===== src/rtl/result_bus_arbiter.sv =====
// Result bus arbiter: grants one execution unit per cycle onto the registered CDB.
// Define RESULT_BUS_ROUND_ROBIN_EN for round-robin; default build is fixed priority.
package result_bus_pkg;
  typedef struct packed {
    logic lt;
    logic gt;
    logic eq;
    logic so;
    logic ov;
    logic ca;
  } cond_exception_t;
endpackage

module result_bus_arbiter
  import result_bus_pkg::*;
#(
  parameter int NUM_UNITS   = 4,
  parameter int RS_ID_WIDTH = 5
) (
  input  logic                                  clk,
  input  logic                                  rst,
  input  logic [NUM_UNITS-1:0]                  unit_valid,
  output logic [NUM_UNITS-1:0]                  unit_ready,
  input  logic [NUM_UNITS-1:0][RS_ID_WIDTH-1:0] unit_rs_id,
  input  logic [NUM_UNITS-1:0][4:0]             unit_reg_addr,
  input  logic [NUM_UNITS-1:0][31:0]            unit_result,
  input  cond_exception_t [NUM_UNITS-1:0]       unit_cr0_xer,
  output logic                                  cdb_valid,
  output logic [RS_ID_WIDTH-1:0]                cdb_rs_id,
  output logic [4:0]                            cdb_reg_addr,
  output logic [31:0]                           cdb_result,
  output cond_exception_t                       cdb_cr0_xer
);

  localparam int PW = $clog2(NUM_UNITS);
  localparam logic [PW-1:0] LAST = PW'(NUM_UNITS - 1);

  logic [PW-1:0] start;
  logic [PW-1:0] cidx;
  logic [PW-1:0] gidx;
  logic          any;

`ifdef RESULT_BUS_ROUND_ROBIN_EN
  logic [PW-1:0] last_grant;

  // Reset to the top index so unit 0 is searched first.
  always_ff @(posedge clk or negedge rst) begin
    if (!rst) begin
      last_grant <= LAST;
    end else if (any) begin
      last_grant <= gidx;
    end
  end

  assign start = (last_grant == LAST) ? '0 : last_grant + 1'b1;
`else
  assign start = '0;
`endif

  // Circular search from start; first valid unit wins.
  always_comb begin
    unit_ready = '0;
    gidx       = '0;
    any        = 1'b0;
    cidx       = start;
    for (int k = 0; k < NUM_UNITS; k++) begin
      if (rst && !any && unit_valid[cidx]) begin
        unit_ready[cidx] = 1'b1;
        gidx             = cidx;
        any              = 1'b1;
      end
      cidx = (cidx == LAST) ? '0 : cidx + 1'b1;
    end
  end

  always_ff @(posedge clk or negedge rst) begin
    if (!rst) begin
      cdb_valid    <= 1'b0;
      cdb_rs_id    <= '0;
      cdb_reg_addr <= '0;
      cdb_result   <= '0;
      cdb_cr0_xer  <= '0;
    end else begin
      cdb_valid <= any;
      if (any) begin
        cdb_rs_id    <= unit_rs_id[gidx];
        cdb_reg_addr <= unit_reg_addr[gidx];
        cdb_result   <= unit_result[gidx];
        cdb_cr0_xer  <= unit_cr0_xer[gidx];
      end
    end
  end

endmodule


===== config.mk =====
export PLATFORM = sky130hd
export DESIGN_NAME = result_bus_arbiter
export DESIGN_NICKNAME = d
export VERILOG_FILES = /design/src/rtl/result_bus_arbiter.sv
export SDC_FILE = /design/constraint.sdc
export NUM_CORES = 1
export LEC_CHECK = 0
export CORE_MARGIN = 2
export CORE_UTILIZATION = 31
export CTS_CLUSTER_SIZE = 25
export DETAILED_ROUTE_END_ITERATION = 12
export PLACE_DENSITY_LB_ADDON = 0.3
export SYNTH_ARGS = -nofsm -noshare
export SYNTH_HDL_FRONTEND = slang
export SYNTH_SLANG_ARGS = --single-unit

===== constraint.sdc =====
create_clock -name clk -period 1 [get_ports clk]
set_input_delay 0.15 -clock clk [delete_from_list [all_inputs] [get_ports clk]]
set_output_delay 0.15 -clock clk [all_outputs]
set_load 0.02 [all_outputs]

==> results of run 1 <==
worst max-delay path by stage:
stage                  start                          to  slack (ns)  cells after the start
2_1_floorplan  unit_valid[1]  cdb_result[10]$_DFFE_PN0P_       -0.12                      6
3_3_place_gp   unit_valid[0]               unit_ready[3]       -0.90                      5
3_5_place_dp   unit_valid[0]               unit_ready[3]       -0.92                      5
4_1_cts        unit_valid[0]   cdb_result[2]$_DFFE_PN0P_       -0.16                      9
5_1_grt        unit_valid[0]   cdb_result[2]$_DFFE_PN0P_       -0.19                      9
6_report       unit_valid[0]   cdb_result[2]$_DFFE_PN0P_       -0.16                      9
worst max-delay path, cell delays in order:
cell and delay (ns):
buf_6 0.09, nand2b_4 0.13, buf_6 0.12, o21bai_4 0.18, buf_6 0.13, buf_12 0.14, buf_16 0.15, a21oi_2 0.13
o221ai_1 0.12
area by class of cell:
cell class              instances  area share [%]
clock inverters                 1          0.0675
multi-input cells             306            32.7
repair buffers                326            46.9
clock buffers                   7            1.30
inverters                       3           0.152
well taps                     136            2.30
flip-flops and latches         49            16.5
diodes                          1          0.0338
metrics by stage:
stage	area [sq um]	instances	setup TNS [ns]
2_1_floorplan	3500	398	-3.32
3_3_place_gp	6120	760	-45.87
3_5_place_dp	6120	760	-48.19
4_1_cts	7020	810	-5.37
5_1_grt	7410	829	-7.80
6_report	7410	829	-5.32
timing repair:
item                                    4_1_cts  5_1_grt
cloned                                       17        2
pin swaps                                    79       12
endpoints found under the setup margin      102       99
gates resized for setup                     404       46
endpoints found under the hold margin         1        0
setup buffers                                24       18
hold buffers                                  1        0
state kept, by name, indices dropped and copies added (netlist names):
| register | cells |
|---|---|
| cdb_cr0_xer | 6 |
| cdb_reg_addr | 5 |
| cdb_result | 32 |
| cdb_rs_id | 5 |
| cdb_valid | 1 |
power breakdown:
part	switching [uW]	internal, uW
Clock	740	629
Sequential	217	2250
Combinational	1600	2170
Total	2550	5060
layer usage:
| metal | global-route usage, % | vias to the layer above |
|---|---|---|
| met1 | 32.3 | 2174 |
| met5 | 0 | - |
| met3 | 7.66 | 32 |
| met4 | 9.07 | 0 |
| li1 | - | 2090 |
| met2 | 51.0 | 247 |
cells by family after synthesis:
group	count (synthesis)
buffers and inverters	50
AO/OA/AOI/OAI	195
AND/OR/NAND/NOR	104
flip-flops	49
synthesized netlist by cell type (all sizes together):
cell    number
a21o         1
a21oi       48
a22oi       48
and2        49
buf         30
clkbuf      17
dfrtp       49
inv          3
nand2       48
nand2b       2
nor2         2
nor2b        2
o21ai       48
o21bai       1
o221ai      48
o41ai        1
or2          1
==> impl_results.md, run 1 <==
- Status: finished, violations left
- Failing checks: negative setup slack
- First drt pass iteration count: 4
- Max layer used: met4
- Most common cell after layout, fill and taps aside: clkdlybuf4s50_1
- Seq/Total Area, Yosys: 36.6%
- Detail Placement HPWL: 10500 um
- Hold violation total from the final report: 0
- Row count: 37
- Mux share of post-synthesis cell area: 0%
- Ratio of cells with drive above 1 in the final layout: 34.8%
- Complex-gate fraction of the synthesized area: 39.2%
- Core box area: 0.0104 sq mm
- GRT Overall Usage: 28.3%
- Fraction of the mapped netlist area in adder cells: 0%
- Worst-margin pin slew: 0.410 ns
- Inserted Clock Buffers: 5
- Metal-1 WL: 6530 um
- Vias in the first global route: 4710
- Slew HR: 72.7%
- GP Congestion: 0.801
- Number of antenna violations at the first check in global routing: 1
- Final worst slack: -0.162 ns
- Design Power: 7610 uW
- CTS root buf: clkbuf_8
- Metal2 WL: 9000 um
- Worst reg-to-reg path cell count: 4
- Wirelength per Cell: 21.3 um
- Maximum VDD drop: 0.000650 V
- DR vias: 4543
- CP required: 1.17 ns
- H-tree depth: 2
- Area of the multi-input gates: 0.00242 sq mm
- CTS Sinks: 49
- Port bufs: 250
- RR Endpoint: cdb_cr0_xer[5]$_DFFE_PN0P_
- CTS tree: done
- Final critical-path share of the clock period: 116%
- Smallest hold slack: 0.0376 ns
- Via density: 5.48
- Antenna viol nets, final: 0
- Max-cap violations: 0
- Drt total wl: 17600 um
- Synth Area in Simple Gates: 15.9%
- Die area: 0.0117 sq mm
- Sequential Area: 0.00123 sq mm
- Initial Utilization: 32.2%
- Layout Utilization: 71.2%
- Drt drc: 0
- Io pins: 251
- Leakage: 0.00295 uW
- Main combinational cell family by area after synthesis: compound AO/OA/AOI/OAI gates
- Max Freq: 0.861 GHz
- Global-route wire length before repair: 25100 um
- Critical path arrival: 1.34 ns
- DRT iter0 DRCs: 208
- Post-Syn Area: 0.00335 sq mm
- Worst min path class: primary input to asynchronous set/reset pin
- Final setup violation count: 74
- RSZ-0062 raised after global routing: true
- # fillers: 800
- Area delta synth->final: 121%
- R2r startpoint: cdb_cr0_xer[5]$_DFFE_PN0P_
- CP Launch Type: primary input
- Layout Nets: 889
- Post-synth top area share: 36.6%
- GRT overflow: 0
- Cells after Synth: 398
- Setup WS pre-CTS: -0.915 ns
- Critical Path Fanout Max: 6
- Most frequent cells in the layout: 192 x clkdlybuf4s50_1, 62 x buf_6, 49 x dfrtp_1
- Largest net degree at the start of global routing: 96
- Syn. warnings: 0
- Clock tree buffer depth: 2
- Met3 Wirelength: 1640 um
- Fin Clk Skew: 0 ns
- Clk slew on worst S/H paths: 0.10 ns
- Reg2reg setup slack: 0.06 ns
- Clk Latency, worst-skew pair: 0.31 ns
- Crit. End Element: flip-flop
- Fin crit period: 1.16 ns
- Syn Nets: 596
- Final Max Slew Viols: 0
- Avg Inst Size Synth: 8.43 sq um
- Die width: 108 um
- Xor and xnor fraction of the mapped netlist area: 0%
- Cell variety after synth: 26
- Synth area leader: dfrtp_1
- P per Cell Area: 1030 mW/mm^2
- Die Y-Extent: 108 um
- Top post-synthesis cells by area: dfrtp_1 37%, o221ai_1 13%, a22oi_1 11%, a21oi_1 7.2%, o21ai_1 6.0%
- WS Path Type: primary input to flip-flop
- Seq cells post-synth: 49
No activity file was read; power rests on OpenSTA's default activity.
==> inputs of run 2 (changes only) <==
--- a/config.mk
+++ b/config.mk
@@ -9,7 +9,7 @@
 export CORE_UTILIZATION = 31
 export CTS_CLUSTER_SIZE = 25
 export DETAILED_ROUTE_END_ITERATION = 12
-export PLACE_DENSITY_LB_ADDON = 0.3
+export PLACE_DENSITY = 0.84
 export SYNTH_ARGS = -nofsm -noshare
 export SYNTH_HDL_FRONTEND = slang
 export SYNTH_SLANG_ARGS = --single-unit
==> run 2 against run 1 <==
Critical path depth shrank 2. Critical endpoint is now unit_ready[1]. Setup slack worse by 0.037 ns. Clock-buffer cell count stayed put. First-iteration DRC count up 36%. The run still ends with negative setup slack left. Register-to-register slack barely moved. Critical path type is now primary input to primary output. Cell area increased by 8.4%. Clock skew unchanged. Highest routed layer unchanged. Clock power is 9% lower. Fmax shrank 3.1%. Utilization is 6.0 points higher. Worst hold slack worse by 0.014 ns. Via count is 7.8% higher.
==> impl_results.md, run 2 (synthesis results as in run 1) <==
- RR Endpoint: cdb_reg_addr[0]$_DFFE_PN0P_
- CTS tree: done
- Sw frac: 34.5%
- Slew HR: 59.1%
- Area delta synth->final: 140%
- Clock share of power: 15.7%
- Clock tree buffer depth: 2
- N_diodes: 0
- CP Launch Type: primary input
- Global-route wire length before repair: 28000 um
- Fin Clk Skew: 0 ns
- GRT overflow: 0
- CTS root buf: clkbuf_8
- Number of antenna violations at the first check in global routing: 0
- Max Freq: 0.834 GHz
- Initial Utilization: 32.2%
- Wirelength per Cell: 23.6 um
- Port bufs: 250
- Clk Latency, worst-skew pair: 0.30 ns
- Setup WS pre-CTS: -0.872 ns
- Inserted Clock Buffers: 5
- CP required: 0.85 ns
- Critical Path Sink: unit_ready[1]
- H-tree depth: 2
- CP dominant cell by count: buf_6
- Leakage: 0.00325 uW
- Row count: 37
- Worst min path class: primary input to asynchronous set/reset pin
- RSZ-0062 raised after global routing: true
- Most common cell after layout, fill and taps aside: clkdlybuf4s50_1
- Final setup violation count: 73
- Drt total wl: 19900 um
- Reg2reg setup slack: 0.07 ns
- Combinational share of power: 53.0%
- Maximum VDD drop: 0.000623 V
- CTS Sinks: 49
- Max-cap violations: 0
- DRT iter0 DRCs: 282
- Vias in the first global route: 5143
- Drt drc: 0
- Max reg flops: 32
- Final Instance Count excl. Fillers: 843
- Area of the multi-input gates: 0.00272 sq mm
- Pint: 5210 uW
- Failing checks: negative setup slack
- Placed cells: 759
- Die width: 108 um
- # fillers: 630
- DR vias: 4896
- Die Y-Extent: 108 um
- Final critical-path share of the clock period: 120%
- CP max stage cell: nor2_4
- R2r startpoint: cdb_reg_addr[0]$_DFFE_PN0P_
- Hold violation total from the final report: 0
- WS Path Type: primary input to primary output
- Ratio of cells with drive above 1 in the final layout: 45.3%
- Worst path cell trace: buf_6 > nand2b_4 > buf_6 > buf_6 > nor2_4 > buf_12 > buf_8
- Critical path arrival: 1.05 ns
- Setup_tns: -7.03 ns
- Sequential share of power: 31.3%
- Clk slew on worst S/H paths: 0.10 ns
- P per Cell Area: 990 mW/mm^2
- Crit. End Element: primary output
- Sequential Area: 0.00123 sq mm
- Largest registers: cdb_result x32, cdb_cr0_xer x6
- Largest Register: cdb_result
- GP Congestion: 0.801
- Via density: 5.81
- Core box area: 0.0104 sq mm
- CP max stage delay: 0.18 ns
- Antenna viol nets, final: 0
- Die area: 0.0117 sq mm
- Detail Placement HPWL: 10400 um
- Io pins: 251
- Final worst slack: -0.199 ns
- Crit path launch: unit_valid[0]
- Layout Nets: 905
- Worst reg-to-reg path cell count: 4
- First drt pass iteration count: 7
- Most frequent cells in the layout: 192 x clkdlybuf4s50_1, 76 x buf_6, 49 x dfrtp_1
- Fin crit period: 1.20 ns
- Largest net degree at the start of global routing: 78
- Worst-margin pin slew: 0.613 ns
- Final Max Slew Viols: 0
- Status: finished, violations left
- Psw: 2750 uW
- Critical Path Fanout Max: 3
- GRT Overall Usage: 31.7%
-- run 2: cell types whose count changed in the layout (fill, tap and decap cells not counted), moves of 4 or more --
cell	previous run	this run
and2_4	3	21
and2_1	28	16
nand2_1	42	29
o21ai_2	2	26
o221ai_1	25	17
and2_0	18	12
nand2_4	0	14
buf_16	8	12
o21ai_1	46	21
buf_6	62	76
o221ai_2	23	30
buf_4	45	38
-- run 2: power by group through the flow --
stage                     registers (uW)  logic (uW)  clock network [uW]
after floorplan                     2770         920                   0
after global placement              2430        2870                   0
after detailed placement            2440        2930                   0
after CTS                           2450        3740                1260
after global routing                2520        4420                1340
final                               2490        4220                1250
-- run 2: layer usage --
metal	vias up	track usage, %	share of wire, %
met3	77	8.14	8.6
met4	0	12.4	4.3
met2	305	55.9	50
met1	2379	36.7	37
li1	2135	-	-
met5	-	0	0
-- run 2: area by class of cell --
type	instances	area share [%]
Inverter	3	0.140
Sequential cell	49	15.3
Clock buffer	7	1.07
Multi-Input combinational cell	306	33.8
Timing Repair Buffer	342	47.6
Tap cell	136	2.12
-- run 2: per-stage QoR --
stage	util (%)	hold WS (ns)	total power [uW]	cell area, sq um
3_5_place_dp	58.9	0.316	5380	6140
2_1_floorplan	-	-0.146	3690	3500
3_3_place_gp	58.9	0.313	5300	6140
5_1_grt	77.2	0.0655	8270	8040
4_1_cts	72.4	0.0337	7450	7540
6_report	77.2	0.0238	7960	8040
-- run 2: critical path: cells and delay by family --
family,cells,cell delay [ns]
AND/OR/NAND/NOR,2,0.32
buffers and inverters,5,0.57
-- run 2: worst min path at each step --
| stage | depth (start not counted) | slack [ns] | to |
|---|---|---|---|
| global placement | 3 | 0.31 | cdb_result[3]$_DFFE_PN0P_ |
| finish | 3 | 0.02 | cdb_rs_id[1]$_DFFE_PN0P_ |
| global route | 3 | 0.07 | cdb_rs_id[1]$_DFFE_PN0P_ |
| detailed placement | 3 | 0.32 | cdb_rs_id[0]$_DFFE_PN0P_ |
| floorplan | 0 | -0.15 | cdb_cr0_xer[0]$_DFFE_PN0P_ |
| CTS | 3 | 0.03 | cdb_rs_id[1]$_DFFE_PN0P_ |
-- run 2: what timing repair did --
item	in CTS	in global routing
endpoints found under the hold margin	11	0
cloned	22	3
pin swaps	90	64
endpoints found under the setup margin	102	110
hold buffers	1	0
resized for setup	433	114
buffers inserted	42	17
